==> src/rtl/cpu_defs_pkg.sv <==
// cpu_defs: shared widths, reset PC, halt opcode and fetch FSM state encoding.
package cpu_defs;
    localparam int ADDR_W = 16;
    localparam int INSTR_W = 16;
    localparam logic [ADDR_W-1:0] RESET_PC = 16'h0000;
    localparam logic [3:0] HALT_OP = 4'hF;
    typedef enum logic [1:0] {IDLE = 2'b00, RUN = 2'b01, HALTED = 2'b10} fetch_state_t;
endpackage

==> src/rtl/fetch_unit_if.sv <==
// fetch_unit_if: instruction-memory read port between the fetch stage (master) and the IM (slave).
interface fetch_unit_if;
    import cpu_defs::*;
    logic [ADDR_W-1:0] im_addr;
    logic im_rd_en;
    logic [INSTR_W-1:0] im_instr;
    modport master(output im_addr, im_rd_en, input im_instr);
    modport slave(input im_addr, im_rd_en, output im_instr);
endinterface

==> src/rtl/fetch_perf_cnt.sv <==
// fetch_perf_cnt: 16-bit event counter that saturates at all-ones.
module fetch_perf_cnt (
    input  logic        clk,
    input  logic        rst_n,
    input  logic        en,
    output logic [15:0] cnt
);
    always_ff @(posedge clk)
        cnt <= !rst_n ? 16'h0000 : (en && cnt != 16'hFFFF) ? cnt + 16'h0001 : cnt;
endmodule

==> src/rtl/fetch_unit.sv <==
// fetch_unit: PC, IM read port and IF/ID register with stall, branch flush and halt.
// Define FETCH_PERF_EN to add saturating fetch/bubble performance counters.
module fetch_unit
    import cpu_defs::*;
(
    input  logic                 clk,
    input  logic                 rst_n,
    fetch_unit_if.master         im,
    input  logic                 stall,
    input  logic                 branch_taken,
    input  logic [ADDR_W-1:0]    branch_tgt,
    output logic [INSTR_W-1:0]   if_instr,
    output logic [ADDR_W-1:0]    if_pc,
    output logic                 if_valid,
    output logic                 halted
`ifdef FETCH_PERF_EN
    ,
    output logic [15:0]          perf_fetch_cnt,
    output logic [15:0]          perf_bubble_cnt
`endif
);
    fetch_state_t state_q, state_d;
    logic [ADDR_W-1:0] pc;
    logic run, capture, is_halt;

    assign run = state_q == RUN;
    assign capture = run && !branch_taken && !stall;
    assign is_halt = im.im_instr[INSTR_W-1 -: 4] == HALT_OP;

    always_ff @(posedge clk)
        state_q <= !rst_n ? IDLE : state_d;

    always_comb
        state_d = state_q == IDLE ? RUN :
                  state_q == RUN ? ((capture && is_halt) ? HALTED : RUN) :
                  state_q == HALTED ? (branch_taken ? RUN : HALTED) : IDLE;

    assign im.im_addr = pc;
    assign im.im_rd_en = run;
    assign halted = state_q == HALTED;

    // Branch outranks stall in both RUN and HALTED; IDLE ignores every input.
    always_ff @(posedge clk) begin
        if (!rst_n) begin
            pc <= RESET_PC;
            if_instr <= '0;
            if_pc <= '0;
            if_valid <= 1'b0;
        end else if ((run || halted) && branch_taken) begin
            pc <= branch_tgt;
            if_valid <= 1'b0;
        end else if (capture) begin
            if_instr <= im.im_instr;
            if_pc <= pc;
            if_valid <= 1'b1;
            pc <= pc + ADDR_W'(1);
        end else if (halted && !stall) begin
            if_valid <= 1'b0;
        end
    end

`ifdef FETCH_PERF_EN
    fetch_perf_cnt u_fetch_cnt (.clk(clk), .rst_n(rst_n), .en(capture), .cnt(perf_fetch_cnt));
    fetch_perf_cnt u_bubble_cnt (.clk(clk), .rst_n(rst_n), .en(run && (stall || branch_taken)), .cnt(perf_bubble_cnt));
`endif
endmodule

==> src/flat_wrapper.sv <==
// flat-port wrapper written by rule: the top's interface ports become plain ports
module fetch_unit_flat import cpu_defs::*;
  (clk, rst_n, stall, branch_taken, branch_tgt, if_instr, if_pc, if_valid, halted, im_im_addr, im_im_rd_en, im_im_instr);
  fetch_unit_if im_i ();
  input  logic clk;
  input  logic rst_n;
  input  logic stall;
  input  logic branch_taken;
  input  logic [ADDR_W-1:0] branch_tgt;
  output logic [INSTR_W-1:0] if_instr;
  output logic [ADDR_W-1:0] if_pc;
  output logic if_valid;
  output logic halted;
  output wire logic [$bits(im_i.im_addr)-1:0] im_im_addr;
  output wire logic [$bits(im_i.im_rd_en)-1:0] im_im_rd_en;
  input wire logic [$bits(im_i.im_instr)-1:0] im_im_instr;
  assign im_im_addr = im_i.im_addr;
  assign im_im_rd_en = im_i.im_rd_en;
  assign im_i.im_instr = im_im_instr;
  fetch_unit u_core (.clk(clk), .rst_n(rst_n), .im(im_i), .stall(stall), .branch_taken(branch_taken), .branch_tgt(branch_tgt), .if_instr(if_instr), .if_pc(if_pc), .if_valid(if_valid), .halted(halted));
endmodule
==> config.mk <==
export PLATFORM = sky130hd
export DESIGN_NAME = fetch_unit_flat
export DESIGN_NICKNAME = d
export VERILOG_FILES = /design/src/rtl/cpu_defs_pkg.sv /design/src/rtl/fetch_unit_if.sv /design/src/rtl/fetch_perf_cnt.sv /design/src/rtl/fetch_unit.sv /design/src/flat_wrapper.sv
export SDC_FILE = /design/constraint.sdc
export NUM_CORES = 1
export LEC_CHECK = 0
export ABC_AREA = 1
export BUFFER_PORTS_ARGS = -buffer_cell sky130_fd_sc_hd__buf_2
export CAP_MARGIN = 0
export CORE_UTILIZATION = 39
export CTS_BUF_LIST = sky130_fd_sc_hd__clkbuf_4 sky130_fd_sc_hd__clkbuf_8 sky130_fd_sc_hd__clkbuf_16
export CTS_CLUSTER_SIZE = 10
export DETAILED_ROUTE_END_ITERATION = 8
export PLACE_DENSITY_LB_ADDON = 0.1
export RECOVER_POWER = 50
export SYNTH_ARGS = -nofsm -noshare
export SYNTH_HDL_FRONTEND = slang
export SYNTH_SLANG_ARGS = --single-unit
==> constraint.sdc <==
create_clock -name clk -period 2 [get_ports clk]
set_input_delay 0.1 -clock clk [delete_from_list [all_inputs] [get_ports clk]]
set_output_delay 0.1 -clock clk [all_outputs]
set_load 0.03 [all_outputs]
==> reports/summary.txt <==
Setup Skew: 0.00250 ns
Rel. slew slack: 63.5%
Via count: 2384
Unrepaired setup endpoints after global routing: no
Internal power: 1.50 mW
Most frequent cell after synthesis: nor2_1
Worst hold start: im_im_instr[1]
Post-cts resize count: 0
Met3 usage: 5.06%
Power share of the clock group: 31.4%
Critical R2R Launch: u_core.state_q[1]
Clock Sinks: 51
Status: finished, final reports clean
M1 GR Usage: 26.6%
GRT Residual Overflow: 0
Final setup fails: 0
First DRT Iteration DRCs: 147
Area Overhead vs Synth: 23.3%
Clock Latency Late Sink: 0.30 ns
Post-synth top cells: nor2_1 (73), nand2_1 (54), dfxtp_1 (51), o21ai_0 (35), inv_1 (25)
First-pass GRT wire length: 10200 um
Hold Path Cell Cnt: 3
Vias in the first global route: 2178
Max rail drop VDD: 0.295 mV
Max_cap viols: 0
Fillers: 592
1st-pass router iterations: 6
Startpoint Class: flip-flop
Slew at the pin with the worst max-slew slack: 0.548 ns
Post-cts hold buffer count: 0
Primary FF master, synth: dfxtp_1
Total GRT Usage: 20.8%
Synth warn: 0
Post-CTS setup buffer count: 0
Syn_nets: 370
Netlist cell types: 27
Reg-to-Reg End: u_core.state_q[0]
Slowest-stage cell, CP: dfxtp_1
Hold-critical path endpoint: u_core.if_instr[1]
CP Class: reg -> reg
CP arrival: 1.97 ns
HP Class: in -> reg
Fmax: 0.557 GHz
Core Footprint: 0.00561 sq mm
Post-DP HPWL: 4450 um
Final Hold Vio Count: 0
Share of cells above drive strength 1: 12.9%
Most Crowded Layer GR: met2
Reg2Reg Depth: 8
Crit Path Max Fanout: 43
FF-to-FF setup slack: 0.20 ns
Largest net degree at the start of global routing: 44
Crit path largest cell delay: 0.32 ns
Inserted Clock Buffers: 5
Diode count: 0
H-tree depth: 2
Area contributors post-synth: dfxtp_1 (44%), nor2_1 (12%), nand2_1 (8.8%)
Slew Limit Fails: 0
Sw frac: 29.6%
Drt drc: 0
Tot Pwr: 2.14 mW
Number of synthesized flops with an enable pin: 0
Port bufs: 86
CP Capture Type: flip-flop
Flop pwr share: 52.0%
Initial core utilization: 41.1%
Seq/Total Area, Yosys: 44.3%
CTS tree: built
P_leak: 1.21 nW
Setup TNS: 0 ns
Final min period: 1.80 ns
Fin crit share: 89.8%
CP required: 2.17 ns
Final wirelength: 6240 um
Worst-path clk slew: 0.09 ns
Initial antenna violation count: 0
Routability cong.: 0.827
Pwr Density: 751 mW/mm^2
Multi-input logic area: 0.00111 sq mm
Die area: 0.00622 sq mm
Syn avg cell area: 6.98 sq um
Vias per cell: 4.93
Critical-path cell list: inv_1 > ha_1 > inv_1 > nor3_4 > buf_12 > nand4_1 > a21oi_1 > nor2_1
Crit-path most repeated cell: inv_1
Die width: 78.9 um
Clock Tree Root: clkbuf_8
CTS max path bufs: 2
Met2 usage: 34.5%
Final nets: 451
Asr flop ratio synth: 0%
Net switching power: 633 uW
Flip-flop and latch area: 0.00102 sq mm
Row cnt: 27
IO Count: 87
Logic pwr share: 16.6%
Post-synth top area cell: dfxtp_1
Post-route ant nets: 0
Yosys top cell area share: 44.3%
Wire length per cell: 12.9 um
Mapped cell area: 0.00230 sq mm
Synthesized instance count: 330
Die Height: 78.9 um
Seq cells post-synth: 51
## power by group through the flow
stage / Sequential, mW / Combinational, mW / Clock (mW)
2_1_floorplan: 1.22 / 0.147 / 0
3_3_place_gp: 1.13 / 0.366 / 0
3_5_place_dp: 1.13 / 0.369 / 0
4_1_cts: 1.11 / 0.370 / 0.682
5_1_grt: 1.12 / 0.394 / 0.723
6_report: 1.11 / 0.355 / 0.671
## placed cells by master (no fill, tap or decap), types with 3 or more instances in the layout
cell type / n
o211ai_1: 5
nor2_1: 73
clkbuf_1: 51
buf_4: 4
nand3_1: 19
inv_1: 25
a21oi_1: 23
nand4_1: 5
ha_1: 4
buf_2: 35
dfxtp_1: 51
clkbuf_8: 7
a211oi_1: 3
o21ai_0: 35
nand2_1: 54
## routing by layer
metal	part of all wire (%)	vias to the layer above	wire length, um
met3	5.4	4	339
met1	48	1078	2980
met4	0.74	0	46
met5	0	-	0
met2	46	63	2870
li1	-	1239	-
## sequential cells by signal (all words and copies together) (netlist names)
signal             count
u_core.if_instr       16
u_core.if_pc          16
u_core.if_valid        1
u_core.im.im_addr     16
u_core.state_q         2
## how the worst max path moves through the flow
stage	startpoint	endpoint	slack, ns	depth (start not counted)
floorplan	u_core.state_q[1]	u_core.im.im_addr[7]	0.27	10
global placement	u_core.state_q[0]	u_core.im.im_addr[5]	0.21	8
detailed placement	u_core.state_q[0]	u_core.im.im_addr[4]	0.17	8
CTS	u_core.state_q[0]	u_core.im.im_addr[5]	0.14	8
global route	u_core.state_q[1]	u_core.im.im_addr[7]	0.02	9
finish	u_core.state_q[1]	u_core.state_q[0]	0.20	8
## layout make-up
class	count	area share, %
multi-input combinational	235	39.0
sequential	51	35.9
timing repair buffer	91	14.7
clock buffer	8	3.65
inverter	27	3.57
tap	72	3.17
## cells by family (layout without fill, tap and decap cells)
logic type / after synthesis / after routing / synth area share (%)
adder cells (fa/ha/maj): 4 / 4 / 2.17
AO/OA/AOI/OAI: 72 / 72 / 16.9
flip-flops: 51 / 51 / 44.3
buffers and inverters: 44 / 126 / 7.82
AND/OR/NAND/NOR: 159 / 159 / 28.8
## critical path: cells and delay by family (launching register included)
kind                     cells  cell delay [ns]
AND/OR/NAND/NOR              3             0.53
flip-flops                   1             0.32
AO/OA/AOI/OAI                1             0.18
buffers and inverters        3             0.42
adder cells (fa/ha/maj)      1             0.20
## through the flow
stage          hold WS, ns  cell area, sq um  worst slack, ns  util, %  cells
2_1_floorplan        0.235              2300            0.267        -    330
3_5_place_dp         0.328              2800            0.170     49.9    476
3_3_place_gp         0.320              2800            0.209     49.9    476
5_1_grt             0.0118              2840           0.0195     50.7    484
6_report            0.0136              2840            0.205     50.7    484
4_1_cts            0.00713              2900            0.140     51.7    484
No activity file was read; power rests on OpenSTA's default activity.
